`config.mk`:
```
export PLATFORM = sky130hd
export DESIGN_NAME = adc_axis_src
export DESIGN_NICKNAME = d
export VERILOG_FILES = /design/src/rtl/adc_axis_src_pkg.sv /design/src/rtl/adc_axis_src_fifo.sv /design/src/rtl/adc_axis_src.sv
export SDC_FILE = /design/constraint.sdc
export NUM_CORES = 1
export LEC_CHECK = 0
export CAP_MARGIN = 20
export CORE_MARGIN = 3
export CORE_UTILIZATION = 55
export DETAILED_ROUTE_END_ITERATION = 10
export DONT_BUFFER_PORTS = 1
export PLACE_DENSITY = 0.71
export SLEW_MARGIN = 10
export SYNTH_ARGS = -nofsm -noshare
export SYNTH_HDL_FRONTEND = slang
export SYNTH_SLANG_ARGS = --single-unit
```
`constraint.sdc`:
```
create_clock -name clk -period 2.8 [get_ports clk]
set_clock_uncertainty 0.1 [all_clocks]
set_input_delay 0.7 -clock clk [delete_from_list [all_inputs] [get_ports clk]]
set_output_delay 0.7 -clock clk [all_outputs]
set_load 0.03 [all_outputs]
```
`src/rtl/adc_axis_src_pkg.sv`:
```
// adc_axis_src_pkg: shared constants for the ADC stream playback source (ramp option: ADC_AXIS_SRC_RAMP_EN)
package adc_axis_src_pkg;

    typedef logic [1:0] state_t;

    localparam state_t ST_IDLE  = 2'd0;
    localparam state_t ST_RUN   = 2'd1;
    localparam state_t ST_DRAIN = 2'd2;

    localparam int FIFO_DEPTH  = 2;
    localparam int RD_LATENCY  = 1;
    localparam int RAMP_LANE_W = 16;

endpackage

```
`src/rtl/adc_axis_src_fifo.sv`:
```
// axis_skid_fifo2: two-entry stream buffer whose flush keeps only the head beat already on the bus
module axis_skid_fifo2
    import adc_axis_src_pkg::*;
#(
    parameter int W = 129
) (
    input  logic         clk,
    input  logic         aresetn,
    input  logic         i_push,
    input  logic [W-1:0] i_data,
    input  logic         i_ready,
    input  logic         i_flush,
    output logic         o_valid,
    output logic [W-1:0] o_data,
    output logic [1:0]   o_count,
    output logic [1:0]   o_count_nxt
);

    logic [W-1:0] r_head;
    logic [W-1:0] r_tail;
    logic [1:0]   r_cnt;
    logic         w_pop;
    logic         w_push;
    logic         w_ld_head_in;
    logic         w_ld_head_tail;
    logic         w_ld_tail;

    // Decode handshake and where an incoming beat lands; flush drops everything except an unaccepted head
    always_comb begin
        w_pop          = (r_cnt != 2'd0) && i_ready;
        w_push         = i_push && !i_flush;
        w_ld_head_tail = w_pop && (r_cnt == 2'd2);
        w_ld_head_in   = w_push && ((r_cnt == 2'd0) || ((r_cnt == 2'd1) && w_pop));
        w_ld_tail      = w_push && (((r_cnt == 2'd1) && !w_pop) || ((r_cnt == 2'd2) && w_pop));
        o_count_nxt    = i_flush ? (((r_cnt != 2'd0) && !w_pop) ? 2'd1 : 2'd0)
                                 : r_cnt + {1'b0, w_push} - {1'b0, w_pop};
        o_valid        = r_cnt != 2'd0;
        o_data         = r_head;
        o_count        = r_cnt;
    end

    // Storage registers; the head only changes when it is empty or accepted, so it is stable under stall
    always_ff @(posedge clk or negedge aresetn) begin
        if (!aresetn) begin
            r_head <= '0;
            r_tail <= '0;
            r_cnt  <= 2'd0;
        end else begin
            r_cnt <= o_count_nxt;
            if (w_ld_head_in) r_head <= i_data;
            else if (w_ld_head_tail) r_head <= r_tail;
            if (w_ld_tail) r_tail <= i_data;
        end
    end

endmodule

```
`src/rtl/adc_axis_src.sv`:
```
// adc_axis_src: AXI4-stream master replaying ADC beats from a playback BRAM (ramp option: ADC_AXIS_SRC_RAMP_EN)
module adc_axis_src
    import adc_axis_src_pkg::*;
#(
    parameter int DATAWIDTH = 128,
    parameter int ADDRWIDTH = 13,
    parameter int CNTWIDTH  = 32
) (
    input  logic                 clk,
    input  logic                 aresetn,
`ifdef ADC_AXIS_SRC_RAMP_EN
    input  logic                 ramp_sel,
`endif
    input  logic                 start,
    input  logic                 stop,
    input  logic                 loop_en,
    input  logic [ADDRWIDTH-1:0] length,
    output logic                 mem_en,
    output logic [ADDRWIDTH-1:0] mem_addr,
    input  logic [DATAWIDTH-1:0] mem_rdata,
    output logic [DATAWIDTH-1:0] m_tdata,
    output logic                 m_tvalid,
    output logic                 m_tlast,
    input  logic                 m_tready,
    output logic                 busy,
    output logic                 done,
    output logic [CNTWIDTH-1:0]  beat_count
);

    localparam int                   LANES    = DATAWIDTH / RAMP_LANE_W;
    localparam logic [ADDRWIDTH-1:0] ADDR_ONE = ADDRWIDTH'(1);

    state_t                r_state;
    logic [ADDRWIDTH-1:0]  r_len;
    logic [ADDRWIDTH-1:0]  r_rd_addr;
    logic                  r_inflight;
    logic                  r_inflight_last;
    logic                  r_abort;
    logic                  r_done;
    logic [CNTWIDTH-1:0]   r_beat_count;
    logic                  w_start;
    logic                  w_issue;
    logic                  w_pop;
    logic                  w_flush;
    logic                  w_push;
    logic                  w_last_addr;
    logic                  w_fifo_valid;
    logic [1:0]            w_count;
    logic [1:0]            w_count_nxt;
    logic [DATAWIDTH-1:0]  w_beat_data;
    logic [DATAWIDTH:0]    w_head;

`ifdef ADC_AXIS_SRC_RAMP_EN
    logic                  r_ramp_sel;
    logic [15:0]           r_ramp_base;
    logic [15:0]           r_inflight_base;
    logic [DATAWIDTH-1:0]  w_ramp;

    for (genvar k = 0; k < LANES; k++) begin : g_lane
        assign w_ramp[k*RAMP_LANE_W +: RAMP_LANE_W] = r_inflight_base + 16'(k);
    end

    // Ramp beat numbering runs from start across passes; the base is tagged with the read it belongs to
    always_ff @(posedge clk or negedge aresetn) begin
        if (!aresetn) begin
            r_ramp_sel      <= 1'b0;
            r_ramp_base     <= '0;
            r_inflight_base <= '0;
        end else if (w_start) begin
            r_ramp_sel  <= ramp_sel;
            r_ramp_base <= '0;
        end else if (w_issue) begin
            r_ramp_base     <= r_ramp_base + 16'(LANES);
            r_inflight_base <= r_ramp_base;
        end
    end

    // Ramp replaces BRAM data while the read itself still runs, keeping timing unchanged
    always_comb w_beat_data = r_ramp_sel ? w_ramp : mem_rdata;
`else
    // Beat payload comes straight from the BRAM read port
    always_comb w_beat_data = mem_rdata;
`endif

    // Read issue keeps buffered plus in-flight beats within the FIFO depth after this cycle's pop
    always_comb begin
        w_pop       = w_fifo_valid && m_tready;
        w_start     = (r_state == ST_IDLE) && start && !stop && (length != '0);
        w_flush     = (r_state == ST_RUN) && stop;
        w_push      = r_inflight && !r_abort;
        w_last_addr = r_rd_addr == (r_len - ADDR_ONE);
        w_issue     = (r_state == ST_RUN)
                    && (({1'b0, w_count} + {2'b0, r_inflight}) < (3'(FIFO_DEPTH) + {2'b0, w_pop}));
        mem_en      = w_issue;
        mem_addr    = r_rd_addr;
        m_tvalid    = w_fifo_valid;
        m_tlast     = w_head[DATAWIDTH];
        m_tdata     = w_head[DATAWIDTH-1:0];
        busy        = r_state != ST_IDLE;
        done        = r_done;
        beat_count  = r_beat_count;
    end

    // Playback sequencer: start latches the pass, stop aborts into DRAIN, DRAIN exits once nothing remains
    always_ff @(posedge clk or negedge aresetn) begin
        if (!aresetn) begin
            r_state         <= ST_IDLE;
            r_len           <= '0;
            r_rd_addr       <= '0;
            r_inflight      <= 1'b0;
            r_inflight_last <= 1'b0;
            r_abort         <= 1'b0;
            r_done          <= 1'b0;
        end else begin
            r_done     <= 1'b0;
            r_inflight <= w_issue;
            if (w_issue) r_inflight_last <= w_last_addr;
            if (w_start) begin
                r_state   <= ST_RUN;
                r_len     <= length;
                r_rd_addr <= '0;
                r_abort   <= 1'b0;
            end else if (w_flush) begin
                r_state <= ST_DRAIN;
                r_abort <= 1'b1;
            end else if (w_issue) begin
                if (!w_last_addr) r_rd_addr <= r_rd_addr + ADDR_ONE;
                else if (loop_en) r_rd_addr <= '0;
                else r_state <= ST_DRAIN;
            end else if ((r_state == ST_DRAIN) && (w_count_nxt == 2'd0)) begin
                r_state <= ST_IDLE;
                r_done  <= 1'b1;
                r_abort <= 1'b0;
            end
        end
    end

    // Accepted-beat counter, cleared by each accepted start and free-running modulo its width
    always_ff @(posedge clk or negedge aresetn) begin
        if (!aresetn) r_beat_count <= '0;
        else if (w_start) r_beat_count <= '0;
        else if (w_pop) r_beat_count <= r_beat_count + CNTWIDTH'(1);
    end

    axis_skid_fifo2 #(.W(DATAWIDTH + 1)) u_fifo (
        .clk         (clk),
        .aresetn     (aresetn),
        .i_push      (w_push),
        .i_data      ({r_inflight_last, w_beat_data}),
        .i_ready     (m_tready),
        .i_flush     (w_flush),
        .o_valid     (w_fifo_valid),
        .o_data      (w_head),
        .o_count     (w_count),
        .o_count_nxt (w_count_nxt)
    );

endmodule

```
==> results of run 1 <==
## path summary, 6_finish.rpt
check,end,slack [ps],cells after the start
setup / recovery,mem_addr[3],0.5,10
setup reg to reg,mem_addr[3],0.5,10
hold reg to reg,r_abort,390,2
hold / removal,u_fifo.o_data[126],-200,0
min in group clk,u_fifo.o_count[0],200,1
max in group asynchronous,u_fifo.r_tail[36],2160,0
## state kept, by name, indices dropped and copies added, names as in the netlist
name / count
mem_addr: 13
r_state: 2
u_fifo.o_data: 129
u_fifo.r_tail: 129
beat_count: 32
r_inflight: 1
r_abort: 1
r_len: 13
done: 1
r_inflight_last: 1
u_fifo.o_count: 2
## cell usage after synthesis, types with 13 or more instances
library cell and instances:
dfrtp_1 324, nand2_1 285, mux2_2 138, a22oi_1 130, nor2_1 51, clkbuf_1 50
xor2_1 29, nand3_1 18, xnor2_1 18, inv_1 14, nor3_1 13
## layout make-up
class	count	share of cell area (%)
multi-input combinational	820	35.1
clock inverter	8	0.795
sequential	324	51.5
clock buffer	49	6.47
tap	324	2.58
timing repair buffer	57	3.13
inverter	14	0.334
## worst reg2reg max path, cell delays in order (launching register included)
cell	delay [ps]
dfrtp_1	410
inv_2	100
ha_4	140
or3b_4	400
nor4_4	330
nand3_1	130
a32oi_2	340
a31oi_4	150
buf_4	180
nor3b_1	130
a211o_1	270
## where the power goes
| group | switching (W) | leakage [nW] | total [W] | internal, W |
|---|---|---|---|---|
| logic | 0.00224 | 2.92 | 0.00419 | 0.00195 |
| clock network | 0.00176 | 0.561 | 0.00456 | 0.00280 |
| registers | 0.00252 | 4.21 | 0.00883 | 0.00631 |
## cell families (layout without fill, tap and decap cells)
family / after synthesis / after routing
AO/OA/AOI/OAI: 189 / 189
XOR/XNOR: 47 / 47
adder cells (fa/ha/maj): 7 / 7
buffers and inverters: 87 / 128
flip-flops: 324 / 324
multiplexers: 142 / 142
AND/OR/NAND/NOR: 435 / 435
## repair_timing
action	in CTS	in global routing
pin swaps	0	7
gates cloned	0	2
setup buffers	1	4
setup endpoints to repair	1	13
endpoints found under the hold margin	324	324
resized for setup	1	11
## through the flow
step	setup slack, ps	power, W	hold slack [ps]
floorplan	106	0.0117	304
finish	0.547	0.0176	-199
global placement	96.8	0.0128	312
detailed placement	29.5	0.0130	312
CTS	6.53	0.0176	-217
global route	-144	0.0186	-226
## per-layer routing
metal / part of all wire (%) / wire (um)
met2: 48 / 15600
met3: 11 / 3440
met4: 2.7 / 884
met1: 39 / 12600
met5: 0 / 0
==> metrics.txt, run 1 <==
Fin Setup TNS 0 ps; proportion of layout cells with a drive suffix above 1 21.8%; Initial Utilization 56.6%; Simple-Gate Fraction of Synth Area 14.0%; post-route insts no fill 1596; Final ANT Viol Nets 0; Placed Area 14500 um^2; Vias 9436; CTS tree done; post-synth cell types 65; complex-gate fraction of the synthesized area 10.2%; register area 8110 um^2; f_max 357 MHz; CP arrival 3080 ps; Netlist Area Pre-Place 13900 um^2; placed cells 1532; Post-synth EDFFs 0; busiest layer in global routing met2; global-route usage over all layers 22.9%; fin. max-slew vios 0; PortBufs 0; vias in the first global route 9376; reg2reg start r_len[1]; Final Cycle Share 100%; Net Count, Synth 1385; antenna violations before repair 0; Yosys top cell area share 58.2%; PwrDens 1120 nW/um^2; CP peak stage delay 410 ps; Root Buffer clkbuf_16; RSZ-0062 raised after global routing yes; DIE WIDTH 165 um; largest family of logic cells by synthesized area simple AND/OR/NAND/NOR gates; Synth warnings 0; routed length per placed instance 20.4 um; worst path bufs/invs 2; leak pwr 7.69 nW; sequential share of the synthesized area 58.2%; vias per inst 5.91; outcome complete, but fails checks; NumNets Final 1405; CP Class flip-flop to flip-flop; clock sink total 324; DRC viols 0; number of synthesized register bits 324; slowest CP cell dfrtp_1; RD Place Congestion 0.865; Worst Setup Start Kind flip-flop; commonest non-fill, non-tap cell in the layout dfrtp_1; grt total ovfl 0; DRT iter0 DRCs 777; Max-Cap Viols 0; Final min period 2800 ps; GRT met2 Usage 36.8%; Synth area leader dfrtp_1; first-pass GRT wire length 50200 um; # diodes 0; Slew headroom 49.5%; Fillers 1919; CTS Buf Count 34; WHS -199 ps; Worst path top cell family by delay simple AND/OR/NAND/NOR gates; Die Footprint 27300 um^2; post-synthesis mux area share 11.4%; Syn Area/Cell 11.3 um^2; I/O pin count 325; clk buf depth 3; ordered cell list for the critical path inv_2 -> ha_4 -> or3b_4 -> nor4_4 -> nand3_1 -> a32oi_2 -> a31oi_4 -> buf_4 -> nor3b_1 -> a211o_1; XOR/XNOR Fraction of Synth Area 2.95%; Clock H-tree levels 2; Tightest Pin Transition 757 ps; Critical path origin r_len[1]; multi-input logic area 5530 um^2; Final HPWL DP 21200 um; Std-Cell Rows 57; CTS clk-pin slew, worst paths 60 ps; most frequent cells in the layout 324 x dfrtp_1, 285 x nand2_1, 138 x mux2_2; clk_lat worst skew 500 ps; synth top area cells dfrtp_1 58%, mux2_2 11%, nand2_1 7.7%; chip height 165 um; fin util 63.9%; met1 Use GR 29.0%; pin count of the biggest net entering global routing 325; Hold Path Class input pin to asynchronous set/reset pin; met3 usage 8.38%; final WL 32500 um; adder and majority gate portion of the synthesized area 0.628%; final setup vio count 0; Core Box Area 24600 um^2; final hold viol count 324; post-synthesis cell count 1231; Synth-to-Final Area Change 12.9%; CP Max Fanout 4; failing checks hold timing; Worst setup EP type flip-flop; asr flop ratio synth 100%; DR pass1 iterations 5; Max rail drop VDD 0.629 mV; Critical Path RT 3080 ps; most common flop cell mapped by yosys dfrtp_1; Final Instance Area 15700 um^2
No activity file was read; power rests on OpenSTA's default activity.
==> inputs of run 2 (changes only) <==
ABC_AREA = 1   (was not set)
CORE_UTILIZATION = 58   (was 55)
PLACE_DENSITY = 0.74   (was 0.71)
==> run 2 against run 1 <==
  * The flow still finishes with violations (hold timing)
  * Die area up 1.9%
  * Critical path depth down 4
  * Global-route usage up 2.9 points
  * Highest routed layer unchanged
==> metrics.txt, run 2 <==
outcome complete, but fails checks (unchanged); failing checks hold timing (unchanged); Worst setup EP type output port (was flip-flop); Reg2Reg Setup Slack 360 ps (was 0.5 ps); vias in the first global route 11.6k (was 9376); Die Footprint 27800 um^2 (was 27300 um^2); Vias 11.7k (was 9436); final hold viol count 324 (unchanged); f_max 382 MHz (was 357 MHz); RD Place Congestion 0.911 (was 0.865); Max rail drop VDD 0.820 mV (was 0.629 mV); CP Class flip-flop to output port (was flip-flop to flip-flop); first-pass GRT wire length 59700 um (was 50200 um); # diodes 0 (unchanged); chip height 167 um (was 165 um); clock sink total 324 (unchanged); WHS -203 ps (was -199 ps); Fillers 2075 (was 1919); Tightest Pin Transition 728 ps (was 757 ps); DRT iter0 DRCs 1127 (was 777); switching part of the total power 41.5% (was 37.1%); Syn Area/Cell 8.49 um^2 (was 11.3 um^2); fin. max-slew vios 0 (unchanged); placed cells 2026 (was 1532); Post-synth EDFFs 0 (unchanged); register area 8110 um^2 (about the same); leak pwr 8.06 nW (was 7.69 nW); most frequent cells in the layout 346 x nand2_1, 323 x dfrtp_1, 261 x inv_1 (was 324 x dfrtp_1, 285 x nand2_1, 138 x mux2_2); final setup vio count 0 (unchanged); WP depth 6 (was 10); CTS Buf Count 35 (was 34); Initial Utilization 59.2% (was 56.6%); I/O pin count 325 (unchanged); clock network power share 23.9% (was 26.0%); Hold Path Class input pin to asynchronous set/reset pin (unchanged); sequential share of the synthesized area 54.1% (was 58.2%); routed length per placed instance 17.4 um (was 20.4 um); most common flop cell mapped by yosys dfrtp_1 (unchanged); Netlist Area Pre-Place 15000 um^2 (was 13900 um^2); grt total ovfl 0 (unchanged); Critical Path End mem_en (was mem_addr[3]); commonest non-fill, non-tap cell in the layout nand2_1 (was dfrtp_1); synth top area cells dfrtp_1 54%, nand2_1 8.7%, inv_1 6.5% (was dfrtp_1 58%, mux2_2 11%, nand2_1 7.7%); Max-Cap Viols 0 (unchanged); Yosys top cell area share 54.1% (was 58.2%); Clock H-tree levels 2 (unchanged); DRC viols 0 (unchanged); number of synthesized register bits 324 (unchanged); Final ANT Viol Nets 0 (unchanged); CP arrival 1820 ps (was 3080 ps); Comb power frac 25.7% (was 23.8%); CP Max Fanout 2 (was 4); Flop pwr share 50.4% (was 50.2%); asr flop ratio synth 100% (unchanged); R2R cell count 12 (was 10); multi-input logic area 5440 um^2 (was 5530 um^2); Synth top cells by count 347 x nand2_1, 324 x dfrtp_1, 261 x inv_1 (was 324 x dfrtp_1, 285 x nand2_1, 138 x mux2_2); CP dominant cell by count ha_1; Setup Buffers After CTS 0 (was 1); Synth-to-Final Area Change 9.81% (was 12.9%); CTS clk-pin slew, worst paths 60 ps (about the same); proportion of layout cells with a drive suffix above 1 6.60% (was 21.8%); slowest CP cell dfrtp_1 (unchanged); Fin Setup TNS 0 ps (unchanged); Net Sw Power 0.00823 W (was 0.00652 W); CTS tree done (unchanged); Critical Path RT 2000 ps (was 3080 ps); reg2reg start r_len[0] (was r_len[1]); Synth warnings 0 (unchanged); Slew headroom 51.4% (was 49.5%); post-synth cell types 39 (was 65); Synth area leader dfrtp_1 (unchanged); vias per inst 5.58 (was 5.91); Final min period 2620 ps (was 2800 ps); pin count of the biggest net entering global routing 325 (unchanged); antenna violations before repair 0 (unchanged); PwrDens 1200 nW/um^2 (was 1120 nW/um^2); NumNets Final 1887 (was 1405); Std-Cell Rows 58 (was 57); RSZ-0062 raised after global routing no (was yes); Worst path top cell family by delay adder cells (was simple AND/OR/NAND/NOR gates); Core Box Area 25300 um^2 (was 24600 um^2); clk buf depth 3 (unchanged); Final HPWL DP 24400 um (was 21200 um); post-synthesis cell count 1767 (was 1231); ordered cell list for the critical path ha_1 -> ha_1 -> o21ai_1 -> nand2_1 -> nor2_2 -> buf_4 (was inv_2 -> ha_4 -> or3b_4 -> nor4_4 -> nand3_1 -> a32oi_2 -> a31oi_4 -> buf_4 -> nor3b_1 -> a211o_1); PortBufs 0 (unchanged); most common cell in the netlist nand2_1 (was dfrtp_1); Critical path origin r_inflight (was r_len[1]); CP peak stage delay 400 ps (was 410 ps); worst path bufs/invs 1 (was 2); Net Count, Synth 1921 (was 1385); final WL 36300 um (was 32500 um); Power Internal 0.0116 W (was 0.0111 W); post-route insts no fill 2088 (was 1596); DIE WIDTH 167 um (was 165 um); DR pass1 iterations 5 (unchanged); Worst Setup Start Kind flip-flop (unchanged); global-route usage over all layers 25.8% (was 22.9%); Final Cycle Share 93.5% (was 100%); clk_lat worst skew 490 ps (was 500 ps); Root Buffer clkbuf_16 (unchanged); Worst R2R End mem_addr[11] (was mem_addr[3])
[run 2: cell count changes in the layout (fill, tap and decap cells not counted), moves of 90 or more]
| cell | change |
|---|---|
| a21oi_1 | +95 |
| a22oi_1 | -130 |
| inv_1 | +250 |
| mux2_2 | -138 |
| nand3_1 | +153 |
| nor2_1 | +107 |
| o211ai_1 | +90 |
[run 2: logic make-up (layout without fill, tap and decap cells)]
kind of cell	Yosys count	in the layout	synth area share [%]
flip-flops	324	324	54.1
AO/OA/AOI/OAI	308	308	13.0
buffers and inverters	365	356	9.77
XOR/XNOR	25	25	1.46
adder cells (fa/ha/maj)	7	7	0.584
AND/OR/NAND/NOR	738	738	21.1
[run 2: area by class of cell]
cell class	count	share of cell area, %
Clock buffer	46	6.13
Clock inverter	16	1.16
Sequential cell	324	49.2
Tap cell	330	2.51
Timing Repair Buffer	26	1.79
Multi-Input combinational cell	1078	33.0
Inverter	268	6.11
[run 2: worst min-delay path by stage]
| stage | startpoint | end |
|---|---|---|
| finish | aresetn | u_fifo.r_tail[0] |
| detailed placement | aresetn | u_fifo.o_data[0] |
| global route | aresetn | u_fifo.r_tail[0] |
| global placement | aresetn | u_fifo.o_data[0] |
| CTS | aresetn | u_fifo.r_tail[23] |
| floorplan | aresetn | beat_count[0] |
[run 2: power groups by stage]
| stage | clock network (W) | registers [W] | logic, W |
|---|---|---|---|
| after floorplan | 0 | 0.00959 | 0.00411 |
| after global placement | 0 | 0.0100 | 0.00482 |
| after detailed placement | 0 | 0.0101 | 0.00510 |
| after CTS | 0.00482 | 0.0100 | 0.00514 |
| after global routing | 0.00502 | 0.0102 | 0.00596 |
| final | 0.00474 | 0.00999 | 0.00510 |
[run 2: what timing repair did]
| action | CTS | global route |
|---|---|---|
| hold endpoints to repair | 324 | 324 |
| endpoints found under the setup margin | 0 | 1 |
| resized for setup | 0 | 1 |
[run 2: metrics by stage]
| stage | total power [W] | setup slack, ps | hold slack [ps] | util (%) | area (um^2) |
|---|---|---|---|---|---|
| finish | 0.0198 | 181 | -203 | 65.0 | 16500 |
| global route | 0.0212 | 23.0 | -238 | 65.0 | 16500 |
| CTS | 0.0200 | 85.9 | -222 | 65.0 | 16500 |
| detailed placement | 0.0152 | 383 | 311 | 60.3 | 15300 |
| global placement | 0.0148 | 456 | 311 | 60.3 | 15300 |
| floorplan | 0.0137 | 469 | 304 | - | 15000 |
[run 2: routing by layer]
layer	vias to the layer above	part of all wire [%]	global-route usage [%]
li1	5678	-	-
met1	5508	39	32.4
met2	397	48	42.3
met3	74	9.6	9.04
met4	0	3.4	8.64
met5	-	0	0
==> inputs of run 3 (changes only) <==
CORE_UTILIZATION = 60   (was 58)
CTS_BUF_LIST = sky130_fd_sc_hd__clkbuf_16   (was not set)
clock period = 2.6 ns   (was 2.8 ns; I/O delays follow)
==> run 3 against run 2 <==
  * Clock power is 6.8% higher
  * Power is 8.4% higher
  * Cell count is 0.48% higher
  * First-iteration DRC count is 13% lower
  * Combinational power is 11% higher
  * Non-clock buffer count is 15 higher
  * Critical path type unchanged
  * The flow still finishes with violations (hold timing)
  * Sequential power is 8% higher
  * Largest power group unchanged
  * Register-to-register slack worse by 70 ps
==> metrics.txt, run 3 (synthesized netlist as in run 2, its figures left out) <==
final WL 36500 um (was 36300 um); clk_lat worst skew 510 ps (was 490 ps); RSZ-0062 raised after global routing no (unchanged); Core Box Area 24500 um^2 (was 25300 um^2); vias in the first global route 11.3k (was 11.6k); # diodes 0 (unchanged); Final min period 2520 ps; f_max 397 MHz; PortBufs 0 (unchanged); Max rail drop VDD 0.713 mV (was 0.820 mV); Flop pwr share 50.0% (was 50.4%); ordered cell list for the critical path ha_2 -> ha_4 -> o21ai_2 -> nand2_1 -> nor2_4 -> buf_6 (was ha_1 -> ha_1 -> o21ai_1 -> nand2_1 -> nor2_2 -> buf_4); Initial Utilization 61.3% (was 59.2%); DRC viols 0 (unchanged); Hold Path Class input pin to asynchronous set/reset pin (unchanged); grt total ovfl 0 (unchanged); Final ANT Viol Nets 0 (unchanged); final setup vio count 0 (unchanged); clock sink total 324 (unchanged); commonest non-fill, non-tap cell in the layout nand2_1 (unchanged); fin util 67.9% (was 65.0%); RD Place Congestion 0.878 (was 0.911); Critical Path RT 1850 ps (was 2000 ps); leak pwr 8.16 nW (was 8.06 nW); Final Cycle Share 97.0%; NumNets Final 1902 (was 1887); Worst R2R End mem_addr[10] (was mem_addr[11]); failing checks hold timing (unchanged); first-pass GRT wire length 57600 um (was 59700 um); Comb power frac 26.4% (was 25.7%); Max-Cap Viols 0 (unchanged); vias per inst 5.63 (was 5.58); switching part of the total power 41.8% (was 41.5%); CP Max Fanout 3 (was 2); DRT iter0 DRCs 984 (was 1127); proportion of layout cells with a drive suffix above 1 7.50% (was 6.60%); Fillers 1957 (was 2075); slowest CP cell dfrtp_1 (unchanged); Worst Setup Start Kind flip-flop (unchanged); most frequent cells in the layout 345 x nand2_1, 323 x dfrtp_1, 263 x inv_1 (was 346 x nand2_1, 323 x dfrtp_1, 261 x inv_1); Fin Setup TNS 0 ps (unchanged); WHS -271 ps (was -203 ps); I/O pin count 325 (unchanged); Clock H-tree levels 2 (unchanged); Design Power 0.0215 W (was 0.0198 W); Power Internal 0.0125 W (was 0.0116 W); PwrDens 1290 nW/um^2 (was 1200 nW/um^2); Worst setup EP type output port (unchanged); outcome complete, but fails checks (unchanged); CP Class flip-flop to output port (unchanged); R2R cell count 14 (was 12); worst path bufs/invs 1 (unchanged); Worst path top cell family by delay adder cells (unchanged); Reg2Reg Setup Slack 290 ps (was 360 ps); CTS tree done (unchanged); multi-input logic area 5470 um^2 (was 5440 um^2); placed cells 2029 (was 2026); global-route usage over all layers 26.4% (was 25.8%); dpl ws 151 ps (was 383 ps); Net Sw Power 0.00898 W (was 0.00823 W); Slew headroom 60.5% (was 51.4%); Die Footprint 26900 um^2 (was 27800 um^2); DIE WIDTH 164 um (was 167 um); clock network power share 23.5% (was 23.9%); reg2reg start r_len[0] (unchanged); fin. max-slew vios 0 (unchanged); routed length per placed instance 17.4 um (about the same); antenna violations before repair 1 (was 0); CTS clk-pin slew, worst paths 60 ps (about the same); pin count of the biggest net entering global routing 325 (unchanged); Tightest Pin Transition 593 ps (was 728 ps); Final HPWL DP 24500 um (was 24400 um); final hold viol count 324 (unchanged); chip height 164 um (was 167 um); CP peak stage delay 400 ps (about the same); Root Buffer clkbuf_16 (unchanged); clk buf depth 3 (unchanged); Vias 11.8k (was 11.7k); Std-Cell Rows 57 (was 58); post-route insts no fill 2098 (was 2088); register area 8110 um^2 (unchanged); Synth-to-Final Area Change 10.8% (was 9.81%); setup ws final 78.6 ps (was 181 ps); DR pass1 iterations 5 (unchanged); CP arrival 1770 ps (was 1820 ps); CTS Buf Count 35 (unchanged)
[run 3: layout make-up]
type | count | area share (%)
Clock inverter | 27 | 1.63
Clock buffer | 36 | 5.42
Timing Repair Buffer | 41 | 2.70
Tap cell | 324 | 2.44
Sequential cell | 324 | 48.8
Multi-Input combinational cell | 1078 | 32.9
Inverter | 268 | 6.06
[run 3: power by group through the flow]
| stage | clock, W | sequential (W) | combinational [W] |
|---|---|---|---|
| after floorplan | 0 | 0.0103 | 0.00443 |
| after global placement | 0 | 0.0108 | 0.00525 |
| after detailed placement | 0 | 0.0109 | 0.00553 |
| after CTS | 0.00516 | 0.0108 | 0.00558 |
| after global routing | 0.00537 | 0.0110 | 0.00657 |
| final | 0.00506 | 0.0108 | 0.00568 |
[run 3: stage by stage]
step	area, um^2	hold slack [ps]
global placement	15400	261
CTS	16500	-286
finish	16600	-271
floorplan	15000	254
detailed placement	15400	262
global route	16600	-284
[run 3: layer usage]
metal	wire length, um	global-route usage [%]
met3	3700	8.93
met5	13	0
met2	17500	43.3
met1	14100	32.7
met4	1250	9.27
[run 3: what timing repair did]
action                                  4_1_cts  5_1_grt
setup buffers                                 0        6
hold endpoints to repair                    324      324
resized for setup                             2        6
pin swaps                                     0        3
endpoints found under the setup margin        1       14
[run 3: worst max-delay path by stage]
stage | slack, ps | from | endpoint | cells after the start
finish | 80 | u_fifo.o_count[0] | mem_en | 6
floorplan | 320 | m_tready | mem_addr[3] | 12
global route | 3 | r_len[0] | mem_addr[1] | 14
CTS | 2 | r_inflight | mem_en | 6
detailed placement | 150 | r_len[0] | mem_addr[10] | 12
global placement | 300 | r_len[0] | mem_addr[9] | 13
